**config.mk**
```make
export PLATFORM = sky130hd
export DESIGN_NAME = draw_rect_ctl
export DESIGN_NICKNAME = d
export VERILOG_FILES = /design/src/rtl/draw_rect_ctl.sv
export SDC_FILE = /design/constraint.sdc
export NUM_CORES = 1
export LEC_CHECK = 0
export CAP_MARGIN = 20
export CELL_PAD_IN_SITES_DETAIL_PLACEMENT = 0
export CELL_PAD_IN_SITES_GLOBAL_PLACEMENT = 1
export CORE_MARGIN = 2
export CORE_UTILIZATION = 44
export DETAILED_ROUTE_END_ITERATION = 6
export PLACE_DENSITY_LB_ADDON = 0.1
export SYNTH_ARGS = -nofsm -noshare
export SYNTH_HDL_FRONTEND = slang
export SYNTH_SLANG_ARGS = --single-unit
```
**constraint.sdc**
```tcl
create_clock -name pclk -period 8.7 [get_ports pclk]
set_input_delay 2.61 -clock pclk [delete_from_list [all_inputs] [get_ports pclk]]
set_output_delay 2.61 -clock pclk [all_outputs]
set_load 0.01 [all_outputs]
```
**src/rtl/draw_rect_ctl.sv**
```systemverilog
// Frame-rate position controller: follows the mouse, or drops the rectangle under gravity
// with damped bounces off the floor, updating once per vsync rising edge.
module draw_rect_ctl #(
    parameter int unsigned YMAX       = 600,
    parameter int unsigned RECT_H     = 64,
    parameter int unsigned GRAVITY    = 1,
    parameter int unsigned MIN_BOUNCE = 2,
    parameter int unsigned VMAX       = 63
) (
    input  logic        pclk,
    input  logic        rst,
    input  logic [11:0] mouse_xpos,
    input  logic [11:0] mouse_ypos,
    input  logic        mouse_left,
    input  logic        vsync_in,
    output logic [11:0] xpos,
    output logic [11:0] ypos,
    output logic        falling
);

    localparam logic [1:0] StIdle = 2'd0;
    localparam logic [1:0] StFall = 2'd1;
    localparam logic [1:0] StRise = 2'd2;
    localparam logic [1:0] StStop = 2'd3;

    localparam logic [11:0] Floor = 12'(YMAX - RECT_H);
    localparam logic [6:0]  Grav  = 7'(GRAVITY);
    localparam logic [6:0]  VMax  = 7'(VMAX);
    localparam logic [6:0]  MinB  = 7'(MIN_BOUNCE);

    logic [1:0]  state_q, state_d;
    logic [6:0]  vel_q, vel_d;
    logic [11:0] xpos_q, xpos_d;
    logic [11:0] ypos_q, ypos_d;
    logic        falling_q, falling_d;
    logic        vsync_q;
    logic        tick;

    logic [7:0]  vel_inc;
    logic [6:0]  vn;
    logic [6:0]  vel_bounce;
    logic [12:0] ny;
    logic [6:0]  vel_dec;

    assign tick = vsync_in & ~vsync_q;

    always_comb begin
        // Saturating fall velocity and candidate position, widened so nothing wraps
        vel_inc    = {1'b0, vel_q} + {1'b0, Grav};
        vn         = (vel_inc > {1'b0, VMax}) ? VMax : vel_inc[6:0];
        ny         = {1'b0, ypos_q} + {6'b0, vn};
        vel_bounce = vn - (vn >> 2);
        vel_dec    = (vel_q > Grav) ? (vel_q - Grav) : 7'd0;

        state_d = state_q;
        vel_d   = vel_q;
        xpos_d  = xpos_q;
        ypos_d  = ypos_q;

        if (tick) begin
            unique case (state_q)
                StIdle: begin
                    xpos_d = mouse_xpos;
                    ypos_d = (mouse_ypos > Floor) ? Floor : mouse_ypos;
                    if (mouse_left) begin
                        state_d = StFall;
                        vel_d   = 7'd0;
                    end
                end
                StFall: begin
                    if (ny < {1'b0, Floor}) begin
                        ypos_d = ny[11:0];
                        vel_d  = vn;
                    end else begin
                        ypos_d = Floor;
                        if (vn > MinB) begin
                            vel_d   = vel_bounce;
                            state_d = StRise;
                        end else begin
                            vel_d   = 7'd0;
                            state_d = StStop;
                        end
                    end
                end
                StRise: begin
                    ypos_d = (ypos_q >= {5'b0, vel_q}) ? (ypos_q - {5'b0, vel_q}) : 12'd0;
                    vel_d  = vel_dec;
                    if (vel_dec == 7'd0) begin
                        state_d = StFall;
                    end
                end
                StStop: begin
                    ypos_d = Floor;
                    if (!mouse_left) begin
                        state_d = StIdle;
                    end
                end
                default: state_d = StIdle;
            endcase
        end

        falling_d = (state_d == StFall) || (state_d == StRise);
    end

    always_ff @(posedge pclk or negedge rst) begin
        if (!rst) begin
            state_q   <= StIdle;
            vel_q     <= 7'd0;
            xpos_q    <= 12'd0;
            ypos_q    <= 12'd0;
            falling_q <= 1'b0;
            vsync_q   <= 1'b0;
        end else begin
            vsync_q <= vsync_in;
            if (tick) begin
                state_q   <= state_d;
                vel_q     <= vel_d;
                xpos_q    <= xpos_d;
                ypos_q    <= ypos_d;
                falling_q <= falling_d;
            end
        end
    end

    assign xpos    = xpos_q;
    assign ypos    = ypos_q;
    assign falling = falling_q;

endmodule

```
==> metrics.md, run 1 <==
| Metric | Value |
|---|---|
| Outcome | complete, no violations |
| Crit path buf inv count | 0 |
| Vias | 3169 |
| Cell variety after synth | 60 |
| # Post-CTS Setup Buffers | 0 |
| Total Routing Usage GR | 23.6% |
| Fraction of layout cells with a size suffix above 1 | 8.03% |
| Die ar. | 0.00810 mm2 |
| Sequential cell area fraction in the yosys report | 26.9% |
| DRT Wirelength | 9410 um |
| Maximum root-to-sink buffer count | 2 |
| Die Y | 90 um |
| Xor and xnor area share after synthesis | 5.11% |
| Synth Net Count | 451 |
| Ranking of synthesized cells by area | dfrtp_1 27%, ha_1 10%, a21oi_1 5.7%, mux2_2 4.5%, nand2_1 3.6% |
| Post-synth EDFFs | 0 |
| Number of synthesized register bits | 35 |
| PwrDens | 475 mW/mm2 |
| Drt pass-1 iters | 5 |
| Leakage | 0.00162 uW |
| Post-CTS Resized | 0 |
| Initial DRC Count | 291 |
| Slew Limit Fails | 0 |
| Adder-Cell Fraction of Synth Area | 12.2% |
| CP required | 8910 ps |
| Final Net Count | 493 |
| Global-route wire length before repair | 15600 um |
| WP data arrival | 5010 ps |
| H-tree Lvls | 2 |
| Top_reg_cell synth | dfrtp_1 |
| Setup Skew | 15.5 ps |
| Unrepaired setup endpoints after global routing | no |
| Root Buffer Master | clkbuf_8 |
| Critical path endpoint category | flop |
| Fin crit share | 55.2% |
| Post-synth ARST share | 100% |
| Worst slew margin | 35.0% |
| Largest area contributor in the netlist | dfrtp_1 |
| Ys Warns | 0 |
| Antenna cell count | 0 |
| Sink Count | 35 |
| # setup viols final | 0 |
| Synth Instances | 393 |
| Synthesis-to-finish area growth | 21.0% |
| Die W | 90 um |
| Fin worst setup slack | 3890 ps |
| Post-Synth Simple-Gate Area | 19.6% |
| Synth Area per Inst | 8.28 um2 |
| Fin. Hold Viols | 0 |
| Total CTS buffers | 5 |
| Most numerous cell in the Yosys netlist | a21oi_1 |
| Setup Crit Path Kind | reg -> reg |
| Drt drc | 0 |
| Row Count | 31 |
| Starting Density | 45.1% |
| Mux contribution to synthesized area | 5.73% |
| R2r setup slk | 3890 ps |
| Max-cap violations | 0 |
| Worst-path cell chain | ha_1, and3_1, nand3_1, mux2i_1, nand2_1, ha_1, fa_1, a211oi_1, o21ba_2, nor2_1, a311oi_1, and4b_4, o21ai_4, nor2_1, a21oi_1, a311oi_1 |
| Max incr delay on CP | 760 ps |
| Compound-cell area share of the yosys netlist | 24.5% |
| DP Area | 0.00382 mm2 |
| Initial antenna violation count | 0 |
| Post-synth top area share | 26.9% |
| Routed Antenna Nets | 0 |
| Combinational family with the most area after synthesis | compound AO/OA/AOI/OAI gates |
| Cells after DPL | 527 |
| CTS tree | done |
| Filler Cells Inserted | 713 |
| Final Instance Area | 0.00394 mm2 |
| Grt total ovfl | 0 |
| Hold Path Class | reg -> reg |
| Clk slew on worst S/H paths | 90 ps |
| Critical Path Source Type | flop |
| I/O pin count | 53 |
| Detailed Place HPWL | 7200 um |
| Largest net degree at the start of global routing | 36 |
| Slowest-stage cell, CP | nor2_1 |
| Setup_tns | 0 ps |
| Family with the most delay on the worst path | simple AND/OR/NAND/NOR gates |
| Post-detailed-route wirelength per cell | 17.6 um |
| Top cells by count, synth | 37 x a21oi_1, 35 x dfrtp_1, 31 x nand2_1, 29 x inv_1 |
| I/O Buffers | 52 |
| Cts hold-fix bufs | 0 |
| Fmax | 0.208 GHz |
| Core ar. | 0.00721 mm2 |
| Final cell count without fillers | 535 |
| Crit Path Max Fanout | 11 |
| Setup Slack @ Placement | 3720 ps |
| Worst slew pin tran | 951 ps |
| Peak supply drop | 0.318 mV |
| Clk_lat worst skew | 300 ps |
| GPL Wtd Cong | 0.914 |
| Vias in the first global route | 2893 |
| Synth Cell Area | 0.00325 mm2 |
| Via density | 5.92 |
| Final Critical Period | 4810 ps |
==> path summary, 6_finish.rpt <==
check | start | endpoint | cells after the start
min in group asynchronous | rst | ypos[11] | 1
worst min-delay path | falling | falling | 2
worst max register to register | vel_q[0] | ypos[2] | 16
worst min register to register | falling | falling | 2
max in group asynchronous | rst | xpos[8] | 1
worst max-delay path | vel_q[0] | ypos[2] | 16
==> power breakdown <==
group          switching (uW)  internal [uW]  leakage (uW)
sequential                104            233      0.000430
combinational             785            594       0.00113
clock                    68.3           85.5     0.0000581
total                     957            912       0.00162
==> cell usage in the layout, fill, tap and decap left out, types with 12 or more instances in the layout <==
cell type,count
clkdlybuf4s50_1,51
a21oi_1,37
dfrtp_1,35
nand2_1,31
inv_1,29
nor2_1,27
ha_1,27
o21ai_0,20
nor3_1,14
mux2_2,13
xnor2_1,12
==> kinds of logic (layout without fill, tap and decap cells) <==
family,count (synthesis),count (layout)
fa+ha+maj,30,30
other cells,2,2
mux,17,17
xor+xnor,19,19
simple gates,125,125
buf+inv,47,90
compound gates,118,118
flops,35,35
==> cell type report <==
| type | count | area (um2) | share of cell area [%] |
|---|---|---|---|
| Timing Repair Buffer | 53 | 523 | 13.3 |
| Clock buffer | 5 | 68.8 | 1.75 |
| Sequential cell | 35 | 876 | 22.2 |
| Clock inverter | 3 | 43.8 | 1.11 |
| Multi-Input combinational cell | 311 | 2190 | 55.7 |
| Inverter | 29 | 109 | 2.76 |
| Tap cell | 99 | 124 | 3.15 |
==> worst min-delay path, cell delays in order, from the launching register on <==
cell     delay, ps
dfrtp_1        350
nand2_1         50
o21ai_1         60
==> state kept, by name, summed over array words and instances, names as in the netlist <==
register  flops
falling       1
xpos         12
vel_q         7
vsync_q       1
state_q       2
ypos         12
==> through the flow <==
step | total power (uW) | hold WS [ps] | util (%)
floorplan | 1290 | 523 | -
global placement | 1700 | 467 | 53.0
detailed placement | 1700 | 487 | 53.0
CTS | 1860 | 504 | 54.6
global route | 2030 | 520 | 54.6
finish | 1870 | 496 | 54.6
==> metal layers <==
| metal | routed length, um | vias to the layer above | track usage, % |
|---|---|---|---|
| li1 | - | 1518 | - |
| met1 | 4540 | 1488 | 36.4 |
| met2 | 4060 | 154 | 34.6 |
| met3 | 693 | 9 | 3.44 |
| met4 | 119 | 0 | 5.38 |
| met5 | 0 | - | 0 |
Power figures use the tool's default switching activity.
==> run 2: changes to the inputs <==
--- a/config.mk
+++ b/config.mk
@@ -9,7 +9,7 @@
 export CELL_PAD_IN_SITES_DETAIL_PLACEMENT = 0
 export CELL_PAD_IN_SITES_GLOBAL_PLACEMENT = 1
 export CORE_MARGIN = 2
-export CORE_UTILIZATION = 44
+export CORE_UTILIZATION = 41
 export DETAILED_ROUTE_END_ITERATION = 6
 export PLACE_DENSITY_LB_ADDON = 0.1
 export SYNTH_ARGS = -nofsm -noshare
==> constraint.sdc (replaced) <==
create_clock -name pclk -period 5 [get_ports pclk]
set_input_delay 1.5 -clock pclk [delete_from_list [all_inputs] [get_ports pclk]]
set_output_delay 1.5 -clock pclk [all_outputs]
set_load 0.01 [all_outputs]
==> metrics.md, run 2 (synthesized netlist as in run 1, its figures left out) <==
| Metric | Value |
|---|---|
| Worst slew pin tran | 805 ps |
| Routed Antenna Nets | 0 |
| Worst slew margin | 46.3% |
| Total Power | 3200 uW |
| Final Net Count | 498 |
| Clock share of power | 6.6% |
| Multi-input gate area | 0.00219 mm2 |
| PwrDens | 810 mW/mm2 |
| R2r setup slk | 590 ps |
| Min-Delay Startpoint | falling |
| Clk_lat worst skew | 300 ps |
| Crit Path Max Fanout | 11 |
| Post-detailed-route wirelength per cell | 17.7 um |
| Grt total ovfl | 0 |
| Critical path endpoint category | flop |
| Register Area | 876 um2 |
| Die ar. | 0.00867 mm2 |
| CTS tree | done |
| GPL Wtd Cong | 0.867 |
| I/O pin count | 53 |
| Filler Cells Inserted | 744 |
| Seq pwr share | 18.2% |
| Post-CTS Resized | 0 |
| Via density | 5.81 |
| Fraction of layout cells with a size suffix above 1 | 9.07% |
| Peak supply drop | 0.510 mV |
| Root Buffer Master | clkbuf_8 |
| Cts hold-fix bufs | 0 |
| Clk slew on worst S/H paths | 80 ps |
| Total Routing Usage GR | 22.7% |
| # setup viols final | 0 |
| Setup_tns | 0 ps |
| Vias | 3153 |
| Most frequent cells in the layout | 51 x clkdlybuf4s50_1, 37 x a21oi_1, 35 x dfrtp_1 |
| WP data arrival | 4590 ps |
| Switching Share | 51.6% |
| Sink Count | 35 |
| Final cell count without fillers | 543 |
| Crit path from | vel_q[0] |
| Antenna cell count | 0 |
| Largest net degree at the start of global routing | 36 |
| Comb power frac | 75.2% |
| Leakage | 0.00163 uW |
| DRT Wirelength | 9600 um |
| Fmax | 0.227 GHz |
| I/O Buffers | 52 |
| Final Critical Period | 4410 ps |
| Total CTS buffers | 5 |
| Critical Path Source Type | flop |
| Worst-path cell chain | ha_1, and3_1, nand3_1, mux2i_1, nand2_1, ha_1, fa_1, a211oi_1, nor3b_1, o31a_1, o22ai_1, and4b_4, o21ai_4, nor2_1, buf_4, a221oi_1, a21oi_1 |
| Setup Crit Path Kind | reg -> reg |
| Drt pass-1 iters | 5 |
| H-tree Lvls | 2 |
| Starting Density | 42.1% |
| Drt drc | 0 |
| # Post-CTS Setup Buffers | 0 |
| Setup Slack @ Placement | 660 ps |
| Outcome | complete, no violations |
| Commonest non-fill, non-tap cell in the layout | clkdlybuf4s50_1 |
| Vias in the first global route | 2966 |
| Fin worst setup slack | 590 ps |
| Global-route wire length before repair | 15400 um |
| Crit path to | vel_q[1] |
| Cell Int Power | 1550 uW |
| CP required | 5180 ps |
| Hold Path Class | reg -> reg |
| Max-cap violations | 0 |
| Detailed Place HPWL | 7490 um |
| Net Sw Power | 1660 uW |
| Cells after DPL | 535 |
| Fin crit share | 88.2% |
| Most frequent CP cell | ha_1 |
| R2r endpoint | vel_q[1] |
| Die Y | 93.1 um |
| Setup Skew | 10.4 ps |
| Initial DRC Count | 253 |
| Maximum root-to-sink buffer count | 2 |
| Max incr delay on CP | 590 ps |
| Slew Limit Fails | 0 |
| FF-to-FF path depth | 17 |
| Slowest-stage cell, CP | dfrtp_1 |
| Row Count | 32 |
| Synthesis-to-finish area growth | 21.5% |
| Core ar. | 0.00773 mm2 |
| Die W | 93.1 um |
| Fin. Hold Viols | 0 |
| Unrepaired setup endpoints after global routing | no |
| Initial antenna violation count | 0 |
| Worst r2r src | vel_q[0] |
run 2: cell type report:
cell class / count / area share (%)
clock inverter: 3 / 0.506
tap: 102 / 3.23
clock buffer: 5 / 1.74
inverter: 29 / 2.75
timing repair buffer: 58 / 14.2
multi-input combinational: 311 / 55.5
sequential: 35 / 22.1
run 2: how the worst min path moves through the flow:
stage | endpoint | slack (ps) | depth (start not counted)
after floorplan | falling | 520 | 2
after global placement | xpos[1] | 490 | 1
after detailed placement | xpos[9] | 490 | 1
after CTS | xpos[9] | 510 | 1
after global routing | xpos[9] | 520 | 1
final | falling | 510 | 2
run 2: critical path, delay by kind of cell (launching register included):
kind	cells	cell delay (ps)
AO/OA/AOI/OAI	6	1370
multiplexers	1	250
adder cells (fa/ha/maj)	3	1010
AND/OR/NAND/NOR	6	880
buffers and inverters	1	190
flip-flops	1	590
run 2: per-layer routing:
layer | GRT usage (%) | part of all wire [%] | up-vias
li1 | - | - | 1523
met1 | 32.9 | 50 | 1515
met2 | 35.0 | 43 | 104
met3 | 3.38 | 5.8 | 11
met4 | 6.99 | 1.8 | 0
met5 | 0 | 0 | -
run 2: through the flow:
step                      hold WS [ps]  area [um2]  util, %
after floorplan                    523        3250        -
after global placement             485        3870     50.0
after detailed placement           492        3870     50.0
after CTS                          510        3960     51.2
after global routing               518        3960     51.2
final                              508        3960     51.2
run 2: power groups by stage:
stage                     Combinational (uW)  Clock, uW  Sequential [uW]
after CTS                               2390        220              577
after floorplan                         1710          0              541
final                                   2410        212              582
after global placement                  2390          0              579
after global routing                    2660        233              600
after detailed placement                2380          0              582
==> run 3: changes to the inputs <==
--- a/config.mk
+++ b/config.mk
@@ -5,11 +5,12 @@
 export SDC_FILE = /design/constraint.sdc
 export NUM_CORES = 1
 export LEC_CHECK = 0
-export CAP_MARGIN = 20
+export CAP_MARGIN = 0
 export CELL_PAD_IN_SITES_DETAIL_PLACEMENT = 0
 export CELL_PAD_IN_SITES_GLOBAL_PLACEMENT = 1
 export CORE_MARGIN = 2
 export CORE_UTILIZATION = 41
+export CTS_CLUSTER_SIZE = 30
 export DETAILED_ROUTE_END_ITERATION = 6
 export PLACE_DENSITY_LB_ADDON = 0.1
 export SYNTH_ARGS = -nofsm -noshare
==> results of run 3 <==
Same layout as run 2: the final DEF is identical, and so are final timing and power.
